==> config.mk <==
export PLATFORM = sky130hd
export DESIGN_NAME = tl_tx_credit_gate
export DESIGN_NICKNAME = d
export VERILOG_FILES = /design/src/rtl/tl_tx_credit_gate.sv
export SDC_FILE = /design/constraint.sdc
export NUM_CORES = 1
export LEC_CHECK = 0
export BUFFER_PORTS_ARGS = -buffer_cell sky130_fd_sc_hd__buf_2
export CORE_AREA = 2 2 361 363
export CTS_CLUSTER_DIAMETER = 40
export CTS_CLUSTER_SIZE = 20
export DETAILED_ROUTE_END_ITERATION = 6
export DIE_AREA = 0 0 363 365
export GPL_TIMING_DRIVEN = 0
export PLACE_DENSITY = 0.42
export SYNTH_ARGS = -nofsm -noshare
export SYNTH_HDL_FRONTEND = slang
export SYNTH_SLANG_ARGS = --single-unit
==> constraint.sdc <==
create_clock -name sclk -period 7 [get_ports sclk]
set_input_delay 1.4 -clock sclk [delete_from_list [all_inputs] [get_ports sclk]]
set_output_delay 1.4 -clock sclk [all_outputs]
set_load 0.02 [all_outputs]
==> src/rtl/tl_tx_credit_gate.sv <==
// Transaction-layer TX stage: gates whole TLPs on partner credit limits and
// free retry space, then serializes header and payload beats toward the DLL.
`timescale 1ns/1ps
module tl_tx_credit_gate #(
  parameter int PIPE_DATA_WIDTH = 256,
  parameter int RETRY_DEPTH_LG2 = 8,
  parameter int CREDIT_DEPTH    = 12,
  parameter int LEN_WIDTH       = 4
) (
  input  logic                         sclk,
  input  logic                         srst_n,
  input  logic                         req_valid_i,
  output logic                         req_ready_o,
  input  logic [1:0]                   req_type_i,
  input  logic [LEN_WIDTH-1:0]         req_len_i,
  input  logic [PIPE_DATA_WIDTH-1:0]   req_hdr_i,
  input  logic                         pld_valid_i,
  output logic                         pld_ready_o,
  input  logic [PIPE_DATA_WIDTH-1:0]   pld_data_i,
  input  logic [CREDIT_DEPTH-1:0]      ep_cl_p_h_i,
  input  logic [CREDIT_DEPTH-1:0]      ep_cl_p_d_i,
  input  logic [CREDIT_DEPTH-1:0]      ep_cl_np_h_i,
  input  logic [CREDIT_DEPTH-1:0]      ep_cl_cpl_h_i,
  input  logic [CREDIT_DEPTH-1:0]      ep_cl_cpl_d_i,
  input  logic                         ep_cl_en_i,
  input  logic [RETRY_DEPTH_LG2+2:0]   retry_buffer_leftover_cnt_i,
  output logic [PIPE_DATA_WIDTH-1:0]   tl2dll_data_o,
  output logic [2:0]                   tl2dll_en_o,
  output logic [CREDIT_DEPTH-1:0]      cc_p_h_o,
  output logic [CREDIT_DEPTH-1:0]      cc_p_d_o,
  output logic [CREDIT_DEPTH-1:0]      cc_np_h_o,
  output logic [CREDIT_DEPTH-1:0]      cc_cpl_h_o,
  output logic [CREDIT_DEPTH-1:0]      cc_cpl_d_o
);

  localparam int RW = RETRY_DEPTH_LG2 + 3;
  localparam logic [CREDIT_DEPTH-1:0] CR_ONE = CREDIT_DEPTH'(1);

  // state  | meaning (state names what tl2dll_* currently shows)
  // IDLE   | nothing on the bus, may accept a TLP
  // HDR    | header beat on the bus; payload already fetched this cycle
  // DATA   | payload beat or stall bubble on the bus
  // DONE   | end-of-TLP code on the bus
  typedef enum logic [1:0] {S_IDLE, S_HDR, S_DATA, S_DONE} state_t;

  state_t                      state, state_nx;
  logic [CREDIT_DEPTH-1:0]     cl_p_h, cl_p_d, cl_np_h, cl_cpl_h, cl_cpl_d;
  logic                        cl_valid;
  logic [1:0]                  type_q;
  logic [LEN_WIDTH-1:0]        rem_q, rem_nx;
  logic [2:0]                  en_nx;
  logic [PIPE_DATA_WIDTH-1:0]  data_nx;

  logic [CREDIT_DEPTH-1:0]     sel_cl_h, sel_cc_h, sel_cl_d, sel_cc_d;
  logic [CREDIT_DEPTH-1:0]     need_d, h_room, d_room;
  logic                        has_data, credit_ok, retry_ok, accept;
  logic [LEN_WIDTH-1:0]        len_eff;
  logic [RW-1:0]               retry_need;

  function automatic logic [2:0] hdr_code(input logic [1:0] t);
    case (t)
      2'd1:    return 3'b011;
      2'd2:    return 3'b101;
      default: return 3'b001;
    endcase
  endfunction

  function automatic logic [2:0] data_code(input logic [1:0] t);
    return (t == 2'd2) ? 3'b110 : 3'b010;
  endfunction

  always_comb begin
    sel_cl_h = cl_p_h;
    sel_cc_h = cc_p_h_o;
    sel_cl_d = cl_p_d;
    sel_cc_d = cc_p_d_o;
    has_data = 1'b1;
    case (req_type_i)
      2'd1: begin
        sel_cl_h = cl_np_h;
        sel_cc_h = cc_np_h_o;
        has_data = 1'b0;
      end
      2'd2: begin
        sel_cl_h = cl_cpl_h;
        sel_cc_h = cc_cpl_h_o;
        sel_cl_d = cl_cpl_d;
        sel_cc_d = cc_cpl_d_o;
      end
      default: ;
    endcase
  end

  assign len_eff    = has_data ? req_len_i : '0;
  assign need_d     = CREDIT_DEPTH'({len_eff, 1'b0});
  // Half-range modular compare keeps the check valid across counter wrap.
  assign h_room     = sel_cl_h - (sel_cc_h + CR_ONE);
  assign d_room     = sel_cl_d - (sel_cc_d + need_d);
  assign credit_ok  = !h_room[CREDIT_DEPTH-1] && (!has_data || !d_room[CREDIT_DEPTH-1]);
  assign retry_need = RW'({len_eff, 3'b000}) + RW'(8);
  assign retry_ok   = retry_buffer_leftover_cnt_i >= retry_need;

  assign req_ready_o = (state == S_IDLE) && cl_valid && credit_ok && retry_ok &&
                       (req_type_i != 2'd3);
  assign accept      = req_valid_i && req_ready_o;

  always_comb begin
    state_nx    = state;
    rem_nx      = rem_q;
    en_nx       = 3'b000;
    data_nx     = '0;
    pld_ready_o = 1'b0;
    case (state)
      S_IDLE: begin
        if (accept) begin
          state_nx = S_HDR;
          en_nx    = hdr_code(req_type_i);
          data_nx  = req_hdr_i;
          rem_nx   = len_eff;
        end
      end
      S_HDR, S_DATA: begin
        if (rem_q == '0) begin
          state_nx = S_DONE;
          en_nx    = 3'b111;
        end else begin
          state_nx    = S_DATA;
          pld_ready_o = 1'b1;
          if (pld_valid_i) begin
            en_nx   = data_code(type_q);
            data_nx = pld_data_i;
            rem_nx  = rem_q - LEN_WIDTH'(1);
          end
        end
      end
      S_DONE:  state_nx = S_IDLE;
      default: state_nx = S_IDLE;
    endcase
  end

  always_ff @(posedge sclk or negedge srst_n) begin
    if (!srst_n) begin
      state         <= S_IDLE;
      rem_q         <= '0;
      type_q        <= '0;
      tl2dll_en_o   <= '0;
      tl2dll_data_o <= '0;
      cl_p_h        <= '0;
      cl_p_d        <= '0;
      cl_np_h       <= '0;
      cl_cpl_h      <= '0;
      cl_cpl_d      <= '0;
      cl_valid      <= 1'b0;
      cc_p_h_o      <= '0;
      cc_p_d_o      <= '0;
      cc_np_h_o     <= '0;
      cc_cpl_h_o    <= '0;
      cc_cpl_d_o    <= '0;
    end else begin
      state         <= state_nx;
      rem_q         <= rem_nx;
      tl2dll_en_o   <= en_nx;
      tl2dll_data_o <= data_nx;
      if (accept) type_q <= req_type_i;
      if (ep_cl_en_i) begin
        cl_p_h   <= ep_cl_p_h_i;
        cl_p_d   <= ep_cl_p_d_i;
        cl_np_h  <= ep_cl_np_h_i;
        cl_cpl_h <= ep_cl_cpl_h_i;
        cl_cpl_d <= ep_cl_cpl_d_i;
        cl_valid <= 1'b1;
      end
      if (accept) begin
        case (req_type_i)
          2'd0: begin
            cc_p_h_o <= cc_p_h_o + CR_ONE;
            cc_p_d_o <= cc_p_d_o + need_d;
          end
          2'd1: cc_np_h_o <= cc_np_h_o + CR_ONE;
          2'd2: begin
            cc_cpl_h_o <= cc_cpl_h_o + CR_ONE;
            cc_cpl_d_o <= cc_cpl_d_o + need_d;
          end
          default: ;
        endcase
      end
    end
  end

endmodule

==> results.yml <==
final_layout:
  fin_nets: 2929
  drive_above_1_share_pct: 51.88
  design_area_um2: 26910
  fillers: 14150
  syn_to_final_growth_pct: 64.59
place:
  postPlaceCellArea_um2: 23110
  io_buffers: 907
  place_hpwl_um: 102400
  gp_congestion: 0.9235
synth:
  syn-cell-area_um2: 16350
  ys_ff_latch: 384
  synthTopCellsByArea: "dfrtp_1 (59%), a22o_1 (14%), mux2_2 (5.0%)"
  synthArstFlopShare_pct: 100.0
  synth.distinct_cells: 58
  synth-edff-count: 0
  avgSynthCellArea_um2: 12.95
  synth_top_area_share_pct: 58.77
  yosysTopAreaCell: "dfrtp_1"
  synthTopCellsByCount: "dfrtp_1 (384), a22o_1 (257), mux2_2 (73), ha_1 (52), nand2_1 (48)"
  yosysSeqAreaShare_pct: 58.77
  yosysMostFrequentCell: "dfrtp_1"
  syn_inst: 1263
  synth_ff_type: "dfrtp_1"
  yosysWarningCount: 0
sta:
  slew-limit-headroom_pct: 24.23
  fin_tns_setup_ps: 0
  period_share_pct: 98.31
  hold_viol: 0
  tightestPinTransition_ps: 1137
  finalCriticalPeriod_ps: 6882
  fin_worst_skew_ps: 81.61
  setup_viol: 0
  fmax_mhz: 145.3
  grt_setup_unrepaired: "false"
  slew_viol_final: 0
  hold_slack_ps: 471.0
floorplanning:
  dieHeight_um: 365
  start_util_pct: 12.71
  die_w_um: 363
  dieArea_um2: 132500
  rows: 132
  num_io_pins: 915
  core_area_um2: 128700
routing:
  ant_nets: 0
  vias_per_cell: 3.812
  drcViolationCount: 0
  drt_wl_total_um: 120500
  vias: 15420
  post_drt_wl_per_cell_um: 29.80
  dr.first_iter.drc_count: 987
  firstDrtPassIters: 5
grt:
  grt.overflow.total: 0
  grt_pass1_wl_um: 151400
  grt_start_max_net_pins: 107
  grt_pass1_vias: 15600
  grt_usage_pct: 17.49
  antenna_found_initial: 61
cts:
  ctsHoldBuffers: 0
  clk-insertion-delay-late_ps: 740
  postCtsSetupRepairBufs: 0
  clkSinkCount: 384
  htree_levels: 3
  cts_buffer_depth: 3
  cts_tree: "done"
  cts_root_buf: "clkbuf_16"
  clk_pin_slew_ps: 40
  numCtsBuffers: 101
critical_path:
  path_delay_family: "buffers and inverters"
  crit_required_ps: 5600
  worst_setup_path_end_kind: "primary output"
  crit_path_max_fanout: 10
  crit_path_max_incr_delay_ps: 560
  crit_buf_inv: 7
  cpMostUsedCell: "inv_1"
  worstSetupPathType: "in2out"
  critical_path.slowest_cell: "or4b_4"
  arrival_ps: 5480
  crit_chain: "buf_2, inv_1, ha_2, clkbuf_4, nand2b_1, inv_1, ha_1, xnor2_1, ha_1, o211a_1, o21ai_0, a31oi_2, or4b_4, nand2_4, o21ai_2, buf_4, inv_1, buf_2"
  crit_path_start_kind: "input pin"
run_status:
  status: "finished clean"
power_and_ir_drop:
  irDropWorstVdd_mv: 0.2229
  p_leak_uw: 0.01392
  p_per_area_nw_per_um2: 450.2
hold_path:
  hold_path.class: "reg2reg"
run:
  timing.max_cap.violations: 0
power by group:
group	internal (uW)	leakage, uW	total, uW	switching [uW]
logic	1190	0.00706	4010	2810
clock network	3440	0.00179	5040	1600
registers	2800	0.00508	3070	268
total	7430	0.0139	12100	4680
placed cells by master, fill, tap and decap left out, drive strengths merged, types with 8 or more instances in the layout:
| cell type | count |
|---|---|
| inv | 42 |
| nor2 | 39 |
| xnor2 | 13 |
| mux2i | 11 |
| clkbuf | 184 |
| a21oi | 30 |
| xor2 | 44 |
| nand3 | 27 |
| bufinv | 15 |
| o21ai | 32 |
| nor3 | 12 |
| a22oi | 21 |
| clkinv | 24 |
| a22o | 257 |
| nor4 | 8 |
| buf | 955 |
| nand4 | 15 |
| nand2 | 50 |
| ha | 52 |
| mux2 | 73 |
| clkinvlp | 12 |
| dfrtp | 384 |
layer usage:
metal | global-route usage, % | share of wire (%) | routed length, um | vias to the layer above
met1 | 21.22 | 40 | 48610 | 7720
met4 | 6.273 | 3.6 | 4336 | 34
met2 | 28.53 | 48 | 57430 | 692
met3 | 6.137 | 8.3 | 9963 | 224
li1 | - | - | - | 6749
met5 | 0 | 0.17 | 201 | -
flip-flops by register name, indices dropped and copies added, names as in the netlist:
signal,count
cc_cpl_d_o,11
cc_cpl_h_o,12
cc_np_h_o,12
cc_p_d_o,11
cc_p_h_o,12
cl_cpl_d,11
cl_cpl_h,12
cl_np_h,12
cl_p_d,11
cl_p_h,12
cl_valid,1
rem_q,4
state,2
tl2dll_data_o,256
tl2dll_en_o,3
type_q,2
worst register-to-register path, cell delays in order (launching register included):
cell and delay (ps):
dfrtp_1 410, mux2_2 290, fa_1 500, inv_1 40, ha_1 280, a211oi_1 240
o21ai_0 130, o21ai_1 200, and3_1 200, o31a_1 410, nand2_2 100, nor2_1 630
buf_2 540, buf_4 270, a22o_1 280
cells by family after synthesis:
logic type,share of synthesized area [%]
other cells,0.02293
compound gates,18.24
buf+inv,3.788
mux,5.701
fa+ha+maj,4.591
xor+xnor,3.053
flops,58.77
simple gates,5.839
metrics by stage:
step           utilization (%)  worst slack (ps)  cells  total power (uW)
2_1_floorplan                -             578.5   1264              4904
3_3_place_gp             17.87             -4763   3846              7184
3_5_place_dp             17.96             -1993   3850              7183
4_1_cts                  20.90             11.07   4038             12330
5_1_grt                  20.91             13.17   4041             12630
6_report                 20.92             118.3   4045             12120
path summary, 6_finish.rpt:
kind | startpoint | end | cells past startpoint | slack (ps)
setup / recovery | req_type_i[1] | req_ready_o | 18 | 120
hold / removal | type_q[1] | type_q[1] | 2 | 470
setup reg to reg | cc_cpl_d_o[4] | tl2dll_data_o[108] | 14 | 2300
hold reg to reg | type_q[1] | type_q[1] | 2 | 470
max in group asynchronous | srst_n | tl2dll_data_o[102] | 4 | 4750
min in group asynchronous | srst_n | cl_cpl_h[10] | 1 | 510
what timing repair did:
action / in CTS / in global routing
gates cloned: 0 / 0
gates resized for setup: 21 / 5
endpoints found under the setup margin: 257 / 1
area by class of cell:
class,count,area (um^2),share of cell area [%]
Antenna cell,7,17.52,0.06509
Buffer,92,499.2,1.855
Clock buffer,136,2889,10.74
Clock inverter,52,830.8,3.087
Inverter,41,153.9,0.5719
Multi-Input combinational cell,747,6157,22.88
Sequential cell,384,9609,35.71
Tap cell,1675,2096,7.787
Timing Repair Buffer,911,4659,17.31
No activity file was read; power rests on OpenSTA's default activity.
